`src/rtl/alu_mdu_ctrl_pkg.sv`:
```
// Shared encodings for the ALU control decoder and the multiply/divide sequencer.
// Holds the ALU select codes, aluop codes, M-extension funct3 codes, FSM state type
// and the operand signedness helpers used by both decode and sign correction.
package alu_pkg;

   typedef logic [3:0] alusel_t;

   localparam alusel_t ALUSEL_AND    = 4'b0000;
   localparam alusel_t ALUSEL_OR     = 4'b0001;
   localparam alusel_t ALUSEL_ADD    = 4'b0010;
   localparam alusel_t ALUSEL_XOR    = 4'b0011;
   localparam alusel_t ALUSEL_SUB    = 4'b0100;
   localparam alusel_t ALUSEL_SLL    = 4'b0101;
   localparam alusel_t ALUSEL_SRL    = 4'b0110;
   localparam alusel_t ALUSEL_SRA    = 4'b0111;
   localparam alusel_t ALUSEL_SLT    = 4'b1000;
   localparam alusel_t ALUSEL_SLTU   = 4'b1001;
   localparam alusel_t ALUSEL_BRANCH = 4'b1010;

   localparam logic [1:0] ALUOP_MEM    = 2'b00;
   localparam logic [1:0] ALUOP_BRANCH = 2'b01;
   localparam logic [1:0] ALUOP_ARITH  = 2'b10;

   localparam logic [2:0] FUNCT3_MUL    = 3'b000;
   localparam logic [2:0] FUNCT3_MULH   = 3'b001;
   localparam logic [2:0] FUNCT3_MULHSU = 3'b010;
   localparam logic [2:0] FUNCT3_MULHU  = 3'b011;
   localparam logic [2:0] FUNCT3_DIV    = 3'b100;
   localparam logic [2:0] FUNCT3_DIVU   = 3'b101;
   localparam logic [2:0] FUNCT3_REM    = 3'b110;
   localparam logic [2:0] FUNCT3_REMU   = 3'b111;

   typedef enum logic [1:0] {IDLE, BUSY, DONE} mdu_state_t;

   // MUL is treated as unsigned: its low half is identical either way.
   function automatic logic a_is_signed(input logic [2:0] f3);
      return (f3 == FUNCT3_MULH) || (f3 == FUNCT3_MULHSU) ||
             (f3 == FUNCT3_DIV)  || (f3 == FUNCT3_REM);
   endfunction

   function automatic logic b_is_signed(input logic [2:0] f3);
      return (f3 == FUNCT3_MULH) || (f3 == FUNCT3_DIV) || (f3 == FUNCT3_REM);
   endfunction

endpackage

```
`src/rtl/alu_mdu_ctrl_if.sv`:
```
// Bundle between main control / operand fetch and the ALU control + M-op sequencer.
// master: control side drives decode fields, operands and kill; slave: this block
// returns alusel, the writeback select, the M-op result/valid pulse and stall.
interface alu_mdu_ctrl_if #(parameter int XLEN = 32);
   import alu_pkg::*;

   logic [1:0]      aluop;
   logic [2:0]      funct3;
   logic            funct7_5;
   logic            funct7_0;
   logic            is_rtype;
   logic [XLEN-1:0] op_a;
   logic [XLEN-1:0] op_b;
   logic            kill;
   alusel_t         alusel;
   logic            mdu_sel;
   logic [XLEN-1:0] mdu_result;
   logic            mdu_valid;
   logic            stall;

   modport master (
      output aluop, funct3, funct7_5, funct7_0, is_rtype, op_a, op_b, kill,
      input  alusel, mdu_sel, mdu_result, mdu_valid, stall
   );

   modport slave (
      input  aluop, funct3, funct7_5, funct7_0, is_rtype, op_a, op_b, kill,
      output alusel, mdu_sel, mdu_result, mdu_valid, stall
   );
endinterface

```
`src/rtl/alu_mdu_ctrl_mdu_iter.sv`:
```
// Iterative unsigned multiply (shift-add) / divide (restoring) datapath on magnitudes.
// Latency: XLEN step cycles after start; done flags the final step, whose result is
// presented combinationally. No backpressure: the owner simply stops asserting step.
// Ports: start loads magnitudes + op kind, step advances one bit, res_hi/res_lo are
// product high/low or remainder/quotient after the current step.
module mdu_iter #(
   parameter int XLEN = 32
) (
   input  logic            clk,
   input  logic            rst,
   input  logic            start,
   input  logic            step,
   input  logic            is_div,
   input  logic [XLEN-1:0] mag_a,
   input  logic [XLEN-1:0] mag_b,
   output logic            done,
   output logic [XLEN-1:0] res_hi,
   output logic [XLEN-1:0] res_lo
);
   localparam int CW = $clog2(XLEN);

   // hi: partial product high half / partial remainder; lo: multiplier / dividend
   // shifting out while product low bits / quotient bits shift in; m: multiplicand
   // or divisor.
   logic [XLEN-1:0] hi, lo, m;
   logic [CW-1:0]   cnt;
   logic            div_op;

   logic [XLEN:0]   mul_sum, rem_shift, trial;
   logic [XLEN-1:0] hi_n, lo_n;

   always_comb begin
      mul_sum   = {1'b0, hi} + (lo[0] ? {1'b0, m} : '0);
      rem_shift = {hi, lo[XLEN-1]};
      trial     = rem_shift - {1'b0, m};
      hi_n      = '0;
      lo_n      = '0;
      if (div_op) begin
         // Borrow out of trial means the divisor did not fit: restore.
         if (!trial[XLEN]) begin
            hi_n = trial[XLEN-1:0];
            lo_n = {lo[XLEN-2:0], 1'b1};
         end else begin
            hi_n = rem_shift[XLEN-1:0];
            lo_n = {lo[XLEN-2:0], 1'b0};
         end
      end else begin
         hi_n = mul_sum[XLEN:1];
         lo_n = {mul_sum[0], lo[XLEN-1:1]};
      end
   end

   always_ff @(posedge clk) begin
      if (rst) begin
         hi     <= '0;
         lo     <= '0;
         m      <= '0;
         cnt    <= '0;
         div_op <= 1'b0;
      end else if (start) begin
         hi     <= '0;
         lo     <= is_div ? mag_a : mag_b;
         m      <= is_div ? mag_b : mag_a;
         cnt    <= CW'(XLEN - 1);
         div_op <= is_div;
      end else if (step) begin
         hi  <= hi_n;
         lo  <= lo_n;
         cnt <= cnt - 1'b1;
      end
   end

   assign done   = step && (cnt == '0);
   assign res_hi = hi_n;
   assign res_lo = lo_n;
endmodule

```
`src/rtl/alu_mdu_ctrl.sv`:
```
// ALU select decoder plus RV32M sequencer (IDLE/BUSY/DONE) around mdu_iter.
// Latency: alusel combinational; M op stalls XLEN+1 cycles (1 for div-by-0/overflow),
// result + mdu_valid the cycle after. Backpressure: stall holds PC/regfile; kill aborts.
// Ports: clk, rst (sync, active high), bus (slave side of alu_mdu_ctrl_if).
// XLEN must be a power of two and at least 8.
module alu_mdu_ctrl
   import alu_pkg::*;
#(
   parameter int XLEN     = 32,
   parameter bit ENABLE_M = 1'b1
) (
   input logic           clk,
   input logic           rst,
   alu_mdu_ctrl_if.slave bus
);
   localparam logic [XLEN-1:0] MIN = {1'b1, {(XLEN-1){1'b0}}};

   mdu_state_t state, state_nxt;

   logic            m_op, special, div0, ovf, latch;
   logic            sa, sb;
   logic [XLEN-1:0] special_res, mag_a, mag_b;
   logic            stall, mdu_valid, mdu_sel, iter_start, iter_step, iter_done;
   logic [XLEN-1:0] raw_hi, raw_lo, result, res_q;
   logic [2*XLEN-1:0] prod, prod_c;

   // Latched per-op control; the operand magnitudes themselves live in mdu_iter.
   logic [2:0] f3_q;
   logic       negq_q, negr_q;

   // ---- base ALU select decode ----
   always_comb begin
      bus.alusel = ALUSEL_ADD;
      case (bus.aluop)
         ALUOP_MEM:    bus.alusel = ALUSEL_ADD;
         ALUOP_BRANCH: bus.alusel = ALUSEL_BRANCH;
         ALUOP_ARITH: begin
            case (bus.funct3)
               3'b000:  bus.alusel = (bus.is_rtype && bus.funct7_5) ? ALUSEL_SUB : ALUSEL_ADD;
               3'b001:  bus.alusel = ALUSEL_SLL;
               3'b010:  bus.alusel = ALUSEL_SLT;
               3'b011:  bus.alusel = ALUSEL_SLTU;
               3'b100:  bus.alusel = ALUSEL_XOR;
               3'b101:  bus.alusel = bus.funct7_5 ? ALUSEL_SRA : ALUSEL_SRL;
               3'b110:  bus.alusel = ALUSEL_OR;
               default: bus.alusel = ALUSEL_AND;
            endcase
         end
         default:      bus.alusel = ALUSEL_ADD;
      endcase
   end

   // ---- M-op detection and fast-path special cases ----
   assign m_op = ENABLE_M && (bus.aluop == ALUOP_ARITH) && bus.is_rtype && bus.funct7_0;
   assign sa   = a_is_signed(bus.funct3) && bus.op_a[XLEN-1];
   assign sb   = b_is_signed(bus.funct3) && bus.op_b[XLEN-1];
   assign mag_a = sa ? -bus.op_a : bus.op_a;
   assign mag_b = sb ? -bus.op_b : bus.op_b;

   // funct3[2] selects divide; funct3[0]==0 among divides is the signed pair DIV/REM.
   assign div0 = bus.funct3[2] && (bus.op_b == '0);
   assign ovf  = bus.funct3[2] && !bus.funct3[0] && (bus.op_a == MIN) && (bus.op_b == '1);
   assign special = div0 || ovf;

   always_comb begin
      if (div0) special_res = bus.funct3[1] ? bus.op_a : '1;
      else      special_res = bus.funct3[1] ? '0 : MIN;
   end

   // ---- FSM: state register ----
   always_ff @(posedge clk) begin
      if (rst) state <= IDLE;
      else     state <= state_nxt;
   end

   // ---- FSM: next state ----
   always_comb begin
      state_nxt = state;
      case (state)
         IDLE:    if (m_op) state_nxt = special ? DONE : BUSY;
         BUSY:    if (iter_done) state_nxt = DONE;
         DONE:    state_nxt = IDLE;
         default: state_nxt = IDLE;
      endcase
      if (bus.kill) state_nxt = IDLE;
   end

   // ---- FSM: outputs (kill and reset silence everything in the same cycle) ----
   always_comb begin
      stall      = 1'b0;
      mdu_valid  = 1'b0;
      mdu_sel    = 1'b0;
      iter_start = 1'b0;
      iter_step  = 1'b0;
      if (!rst && !bus.kill) begin
         case (state)
            IDLE: begin
               stall      = m_op;
               iter_start = m_op && !special;
            end
            BUSY: begin
               stall     = 1'b1;
               iter_step = 1'b1;
            end
            DONE: begin
               mdu_valid = 1'b1;
               mdu_sel   = 1'b1;
            end
            default: ;
         endcase
      end
   end

   assign latch = (state == IDLE) && stall;

   mdu_iter #(.XLEN(XLEN)) u_iter (
      .clk    (clk),
      .rst    (rst),
      .start  (iter_start),
      .step   (iter_step),
      .is_div (bus.funct3[2]),
      .mag_a  (mag_a),
      .mag_b  (mag_b),
      .done   (iter_done),
      .res_hi (raw_hi),
      .res_lo (raw_lo)
   );

   // ---- sign correction of the final step's raw result ----
   always_comb begin
      prod   = {raw_hi, raw_lo};
      prod_c = negq_q ? -prod : prod;
      case (f3_q)
         FUNCT3_MUL:                              result = prod_c[XLEN-1:0];
         FUNCT3_MULH, FUNCT3_MULHSU, FUNCT3_MULHU: result = prod_c[2*XLEN-1:XLEN];
         FUNCT3_DIV, FUNCT3_DIVU:                 result = negq_q ? -raw_lo : raw_lo;
         default:                                 result = negr_q ? -raw_hi : raw_hi;
      endcase
   end

   always_ff @(posedge clk) begin
      if (rst) begin
         f3_q   <= '0;
         negq_q <= 1'b0;
         negr_q <= 1'b0;
         res_q  <= '0;
      end else begin
         if (latch) begin
            f3_q   <= bus.funct3;
            negq_q <= sa ^ sb;
            negr_q <= sa;
         end
         if (latch && special) res_q <= special_res;
         else if (iter_done)   res_q <= result;
      end
   end

   assign bus.stall      = stall;
   assign bus.mdu_valid  = mdu_valid;
   assign bus.mdu_sel    = mdu_sel;
   assign bus.mdu_result = res_q;
endmodule

```
`src/flat_wrapper.sv`:
```
// flat-port wrapper written by rule: the top's interface ports become plain ports
module alu_mdu_ctrl_flat import alu_pkg::*;
#(
   parameter int XLEN     = 32,
   parameter bit ENABLE_M = 1'b1
)
  (clk, rst, bus_aluop, bus_funct3, bus_funct7_5, bus_funct7_0, bus_is_rtype, bus_op_a, bus_op_b, bus_kill, bus_alusel, bus_mdu_sel, bus_mdu_result, bus_mdu_valid, bus_stall);
  alu_mdu_ctrl_if #(.XLEN(XLEN)) bus_i ();
  input logic clk;
  input logic rst;
  input wire logic [$bits(bus_i.aluop)-1:0] bus_aluop;
  input wire logic [$bits(bus_i.funct3)-1:0] bus_funct3;
  input wire logic [$bits(bus_i.funct7_5)-1:0] bus_funct7_5;
  input wire logic [$bits(bus_i.funct7_0)-1:0] bus_funct7_0;
  input wire logic [$bits(bus_i.is_rtype)-1:0] bus_is_rtype;
  input wire logic [$bits(bus_i.op_a)-1:0] bus_op_a;
  input wire logic [$bits(bus_i.op_b)-1:0] bus_op_b;
  input wire logic [$bits(bus_i.kill)-1:0] bus_kill;
  output wire logic [$bits(bus_i.alusel)-1:0] bus_alusel;
  output wire logic [$bits(bus_i.mdu_sel)-1:0] bus_mdu_sel;
  output wire logic [$bits(bus_i.mdu_result)-1:0] bus_mdu_result;
  output wire logic [$bits(bus_i.mdu_valid)-1:0] bus_mdu_valid;
  output wire logic [$bits(bus_i.stall)-1:0] bus_stall;
  assign bus_i.aluop = bus_aluop;
  assign bus_i.funct3 = bus_funct3;
  assign bus_i.funct7_5 = bus_funct7_5;
  assign bus_i.funct7_0 = bus_funct7_0;
  assign bus_i.is_rtype = bus_is_rtype;
  assign bus_i.op_a = bus_op_a;
  assign bus_i.op_b = bus_op_b;
  assign bus_i.kill = bus_kill;
  assign bus_alusel = bus_i.alusel;
  assign bus_mdu_sel = bus_i.mdu_sel;
  assign bus_mdu_result = bus_i.mdu_result;
  assign bus_mdu_valid = bus_i.mdu_valid;
  assign bus_stall = bus_i.stall;
  alu_mdu_ctrl #(.XLEN(XLEN), .ENABLE_M(ENABLE_M)) u_core (.clk(clk), .rst(rst), .bus(bus_i));
endmodule
```
`config.mk`:
```
export PLATFORM = sky130hd
export DESIGN_NAME = alu_mdu_ctrl_flat
export DESIGN_NICKNAME = d
export VERILOG_FILES = /design/src/rtl/alu_mdu_ctrl_pkg.sv /design/src/rtl/alu_mdu_ctrl_if.sv /design/src/rtl/alu_mdu_ctrl_mdu_iter.sv /design/src/rtl/alu_mdu_ctrl.sv /design/src/flat_wrapper.sv
export SDC_FILE = /design/constraint.sdc
export NUM_CORES = 1
export LEC_CHECK = 0
export BUFFER_PORTS_ARGS = -buffer_cell sky130_fd_sc_hd__buf_4
export CAP_MARGIN = 10
export CORE_MARGIN = 2
export CORE_UTILIZATION = 35
export CTS_CLUSTER_DIAMETER = 40
export DETAILED_ROUTE_END_ITERATION = 12
export GPL_ROUTABILITY_DRIVEN = 0
export PLACE_DENSITY = 0.59
export SYNTH_ARGS = -nofsm -noshare
export SYNTH_HDL_FRONTEND = slang
export SYNTH_HIERARCHICAL = 1
export SYNTH_SLANG_ARGS = --single-unit
```
`constraint.sdc`:
```
create_clock -name clk -period 13.7 [get_ports clk]
set_clock_uncertainty 0.2 [all_clocks]
set_input_delay 1.37 -clock clk [delete_from_list [all_inputs] [get_ports clk]]
set_output_delay 1.37 -clock clk [all_outputs]
set_load 0.05 [all_outputs]
```
Yosys cells after proc, flatten, opt, wreduce, memory -nomap -nowiden
Index checks and enable logic that the tools add are counted.
{"block": "totals", "inputBits": 75, "reg_bits": 141, "wordCells": 112, "output_inout_bits": 39}
{"block": "op_classes", "muxes": 38, "n_addsub": 8, "n_eq_ne": 19, "reduce_logical": 36, "bitwise_logic": 1}
{"op": "$mux 32", "count": 17}
{"op": "$neg 32->32", "count": 4}
{"op": "$pmux 32 s3", "count": 1}
{"op": "$eq 32x32->1 const B", "count": 2}
{"op": "$mux 64", "count": 1}
{"op": "$neg 64->64", "count": 1}
{"op": "$add 32x33->33", "count": 1}
{"op": "$sub 33x32->33", "count": 1}
{"op": "$logic_not 32->1", "count": 1}
{"op": "$pmux 4 s7", "count": 1}
{"op": "$eq 3x3->1 const B", "count": 5}
{"op": "$logic_and 1x1->1", "count": 14}
{"op": "$eq 3x2->1 const B", "count": 4}
{"op": "$mux 5", "count": 2}
{"op": "$mux 1", "count": 9}
{"op": "$pmux 4 s2", "count": 1}
{"op": "$eq 3x1->1 const B", "count": 2}
{"op": "$logic_not 3->1", "count": 2}
{"op": "$logic_or 1x1->1", "count": 6}
{"op": "$mux 2", "count": 3}
{"op": "$reduce_or 2->1", "count": 3}
{"op": "$logic_not 5->1", "count": 1}
{"op": "$sub 5x1->5 const B", "count": 1}
{"op": "$eq 2x1->1 const B", "count": 2}
{"op": "11 further kinds", "count": 17}

Longest topological paths before layout
{"block": "logic_depth", "ltp_word": 10, "depth_mapped": 24, "depth_no_buf": 21}

Cells and area by module
Netlist, hierarchy kept.
{"module": "mdu_iter", "cells_each": 1280, "area_per_inst_um2": 9595.5, "seq_area_each_um2": 2042.0, "n_inst": 1}
{"module": "alu_mdu_ctrl", "cells_each": 971, "area_per_inst_um2": 6613.8, "seq_area_each_um2": 780.7, "n_inst": 1}

Worst setup path after synthesis
Ideal clock, no wire load.
{"block": "synth_timing", "path_kind": "input to output", "startpoint": "input rst", "endpoint": "output bus_mdu_valid", "setup_slack_ps": 8442, "required_ps": 12130, "n_path_buf": 2, "t_arrival_ps": 3688, "stages": 3, "path_cell_list": "clkbuf_1 > nor4b_1 > buf_4"}
{"block": "synth_via", "elab_chain_cells": 3}
{"element": "start, declared", "line": "flat_wrapper.sv:10", "text": "input logic rst;"}
{"element": "$logic_not 1->1", "line": "alu_mdu_ctrl.sv:95", "text": "if (!rst && !bus.kill) begin"}
{"element": "$logic_and 1x1->1", "line": "alu_mdu_ctrl.sv:95"}
{"element": "$mux 1"}
{"element": "end, declared", "line": "flat_wrapper.sv:22", "text": "output wire logic [$bits(bus_i.mdu_valid)-1:0] bus_mdu_valid;"}
No other way between the ends.

Worst setup path after layout
{"block": "layout_timing", "startpoint": "register u_core.u_iter.lo[0]", "endpoint": "register u_core.res_q[24], in the netlist u_core/bus.mdu_result[24]"}
{"block": "layout_via", "elab_chain_cells": 8, "word_cells_on_any_way": 13, "classes_between": "add/sub (4); mux (9)"}
{"element": "start, declared", "line": "alu_mdu_ctrl_mdu_iter.sv:25", "text": "logic [XLEN-1:0] hi, lo, m;"}
{"element": "start signal, assigned", "line": "alu_mdu_ctrl_mdu_iter.sv:62", "text": "lo <= is_div ? mag_a : mag_b;"}
{"element": "start signal, assigned", "line": "alu_mdu_ctrl_mdu_iter.sv:68", "text": "lo <= lo_n;"}
{"element": "$mux 32 (*)", "line": "alu_mdu_ctrl_mdu_iter.sv:33", "text": "mul_sum = {1'b0, hi} + (lo[0] ? {1'b0, m} : '0);"}
{"element": "$add 32x33->33 (*)", "line": "alu_mdu_ctrl_mdu_iter.sv:33"}
{"element": "$mux 32 (*)", "line": "alu_mdu_ctrl_mdu_iter.sv:38", "text": "if (div_op) begin"}
{"element": "via u_core.raw_hi[17]", "line": "alu_mdu_ctrl.sv:24", "text": "logic [XLEN-1:0] raw_hi, raw_lo, result, res_q;"}
{"element": "$neg 64->64 / $neg 32->32 (equally long branches)", "line": "alu_mdu_ctrl.sv:132, alu_mdu_ctrl.sv:137"}
{"element": "$mux 64 / $mux 32 (equally long branches)", "line": "alu_mdu_ctrl.sv:132, alu_mdu_ctrl.sv:137"}
{"element": "$pmux 32 s3 (*)", "line": "alu_mdu_ctrl.sv:133", "text": "case (f3_q)"}
{"element": "$mux 32 (*)", "line": "alu_mdu_ctrl.sv:154", "text": "else if (iter_done) res_q <= result;"}
{"element": "$mux 32 (*)", "line": "alu_mdu_ctrl.sv:153", "text": "if (latch && special) res_q <= special_res;"}
{"element": "end signal, assigned", "line": "alu_mdu_ctrl.sv:153"}
{"element": "end signal, assigned", "line": "alu_mdu_ctrl.sv:154"}
{"element": "end, declared", "line": "alu_mdu_ctrl.sv:24"}
Mark *: on every way through the listed nets, which the timed path passes. The rest lies on a longest branch. The select of a mux whose other input is x is not followed.
A chain may end at the register's enable or synchronous reset.

==> results.cfg <==
[routing]
detail_route.wl_per_cell_um = 23.27
num_vias = 18050
postRouteAntennaNets = 0
drt-vias-per-instance = 6.298
dr.pass1.iters = 6
drt_iter0_markers = 2117
wirelength_um = 66690
drc_errors = 0

[logic_synthesis]
yosys-top-cells-count = 275 x nor2_1, 156 x a21oi_1, 151 x nand2_1, 142 x o21ai_0, 141 x dfxtp_1
ys_seq_elements = 141
syn_nets = 2401
syn_area_sq_um = 16210
synth_edf_count = 0
ys.flop_type = dfxtp_1
synth.area.top_cells = dfxtp_1 17%, nor2_1 6.4%, ha_1 5.6%
yosys_warnings = 6
yosysTopAreaCell = dfxtp_1
synth_top_cell_area_share = 0.1741
synth_most_common_cell = nor2_1
syn_avg_cell_area_sq_um = 7.201
synth_async_sr_flop_share = 0
yosysSeqAreaShare = 0.1741
synth_cell_types = 102
syn_inst = 2251

[clock_tree]
cts_made_buffers = 17
cts_resized = 0
clockRootBuffer = clkbuf_16
clock_sinks = 141
cts-hold-fix-buffers = 0
postCtsSetupBuffers = 0
cts_max_path_buffers = 2
htree_levels = 4
cts_tree = yes
clk_latency_ps = 470
clk_pin_slew_ps = 70

[worst_setup_path]
cp.arrival_ps = 7030
path_cells = and2_1 > ha_1 > fa_1 > a21o_1 > a221oi_1 > a2111oi_0 > o41ai_2 > xor2_1 > nor2_1 > a31oi_1 > nand2_1 > nor3_1 > nand3_1 > nor4_1 > o22ai_1 > a2bb2oi_1 > o22ai_1 > o21ai_0
cp_max_fo = 34
endpoint_kind = flip-flop
worst_path_largest_cell_delay_ps = 660
cp-endpoint = u_core/bus.mdu_result[24]
reg2reg_to = u_core/bus.mdu_result[24]
slowest_stage = dfxtp_1
cp-startpoint = u_core/u_iter/lo[0]
critical_path_class = reg2reg
rr_worst_depth = 18
rrSetupSlack_ps = 6850
timing.rr.start = u_core/u_iter/lo[0]
cpMostUsedCell = o22ai_1
critPathLaunchType = flip-flop
cp.required_ps = 13880

[timing]
worst_slew_pin_slew_ps = 1207
tns_ps = 0
fin_crit_sh = 0.5001
rsz0062_at_grt = no
hold_viol = 0
finalSetupViolCount = 0
drv_slew = 0
slew_headroom = 0.1743
fin_crit_ps = 6851
clock.fmax_mhz = 146.0

[status]
status = finished clean

[grt]
antenna_found_initial = 0
met3_usage = 0.06154
grt_pass1_vias = 16750
grt_max_degree = 99
grt_busiest_layer = met2
grt_use_met1 = 0.3510
grt_util_all_layers = 0.2716
overflow = 0
grt_pass1_wl_um = 100300
met2_usage = 0.4305

[floorplan]
die_w_um = 219.2
ios = 114
initial_core_util = 0.3557
num_rows = 78
dieArea_sq_um = 48050
die_height_um = 219.2
core_sq_um = 45580

[final_layout]
final_util = 0.3936
syn_to_final_growth_pct = 10.66
drive_above_1_share = 0.1325
nets = 2401
n_fill_cell = 4737
layoutNonFillerInstCount = 2866

[power_and_ir_drop]
vdd_drop_max_mv = 0.08491
p_leak_nw = 7.174
powerDensity_nw_per_um2 = 67.54

[placed_design]
dp_cells = 2832
hpwl_um = 51130
port_buffers = 113

[worst_hold_path]
hold_path.startpoint = u_core/u_iter/m[20]
min-delay-path-class = reg2reg

[flow_run]
maxCapViolCount = 0
[cells in the final DEF, fill, tap and decap left out, types with 7 or more instances in the layout]
cell type  netlist  routed
xnor2_1         80      80
o41ai_1         11      11
nor4_1          27      27
mux2_2          63      63
a21oi_1        156     156
or2_2           12      12
and4_1           8       8
xor2_1          67      67
o31ai_1         37      37
or3_1           46      46
ha_1            73      73
nand3_1         61      61
nor2_1         275     274
o211ai_1        27      27
clkbuf_16        0      17
a211oi_1        61      61
dfxtp_1        141     140
a21o_1          37      37
o221ai_1        10      10
nand4_1         29      29
mux2i_1         50      50
and3_1          32      32
a31oi_1         34      34
and2_1          39      39
nand2_1        151     151
a22oi_1          7       7
o21bai_1         8       8
nor2b_1         18      18
nor3_1          55      55
buf_4            4     143
o21a_1          21      21
or4_1           23      23
nand2b_1        16      16
inv_1           88      87
o22ai_1         12      12
o21ai_1         13      13
a41oi_1          9       9
o21ai_0        142     142
o31a_1           7       7
[routing by layer]
layer  vias up  routed length, um
met1      8491              27190
met5         -                  0
li1       8312                  -
met2      1047              29760
met4         0               2956
met3       199               6780
[kinds of logic after synthesis]
logic type      Yosys count  share of synthesized area
compound gates          684                     0.2843
xor+xnor                147                    0.07943
flops                   141                     0.1741
fa+ha+maj                75                    0.05882
simple gates            835                     0.2629
mux                     117                    0.07742
buf+inv                 252                    0.06299
[cell type report]
class | instances | area (sq um) | share of cell area
sequential | 141 | 2826 | 0.1576
clock inverter | 13 | 131.4 | 0.007324
tap | 600 | 750.7 | 0.04185
multi-input combinational | 1858 | 12380 | 0.6902
timing repair buffer | 143 | 1074 | 0.05985
inverter | 90 | 337.8 | 0.01883
antenna | 2 | 5.005 | 0.0002790
clock buffer | 19 | 432.9 | 0.02414
[worst min-delay path by stage]
stage	depth (start not counted)	slack, ps	endpoint
6_report	2	310	u_core/u_iter/m[20]
5_1_grt	2	330	u_core/u_iter/m[0]
4_1_cts	2	300	u_core/bus.mdu_result[0]
3_5_place_dp	2	290	u_core/bus.mdu_result[0]
3_3_place_gp	2	290	u_core/bus.mdu_result[0]
2_1_floorplan	2	260	u_core/f3_q[0]
[report_power, final]
group          switching, mW  leakage, nW  internal [mW]
logic                  0.209         5.77          0.111
registers            0.00496         1.14          0.413
clock network          0.219        0.265          0.254
total                  0.433         7.17          0.779
[state kept, by name, indices dropped and copies added (netlist names), 2 cells and up]
signal and cells:
u_core/bus.mdu_result 32, u_core/f3_q 3, u_core/state 2, u_core/u_iter/cnt 5, u_core/u_iter/hi 32, u_core/u_iter/lo 32
u_core/u_iter/m 32
[critical path: cells and delay by family, from the launching register on]
kind	cells	cell delay (ps)
AOI/OAI and AO/OA	9	2890
DFF	1	660
adders and majority gates	2	660
and+or+nand+nor	6	2150
xor gates and xnor gates	1	190
[through the flow]
step                      hold slack, ps  area (sq um)  power (mW)  worst slack [ps]
after floorplan                    258.3         16210      0.6332              8442
after global placement             293.8         17370      0.7337              7235
after detailed placement           287.1         17370      0.7349              7274
after CTS                          304.5         17930       1.206              7245
after global routing               326.2         17930       1.249              6605
final                              309.5         17940       1.212              6849
No activity file was read; power rests on OpenSTA's default activity.
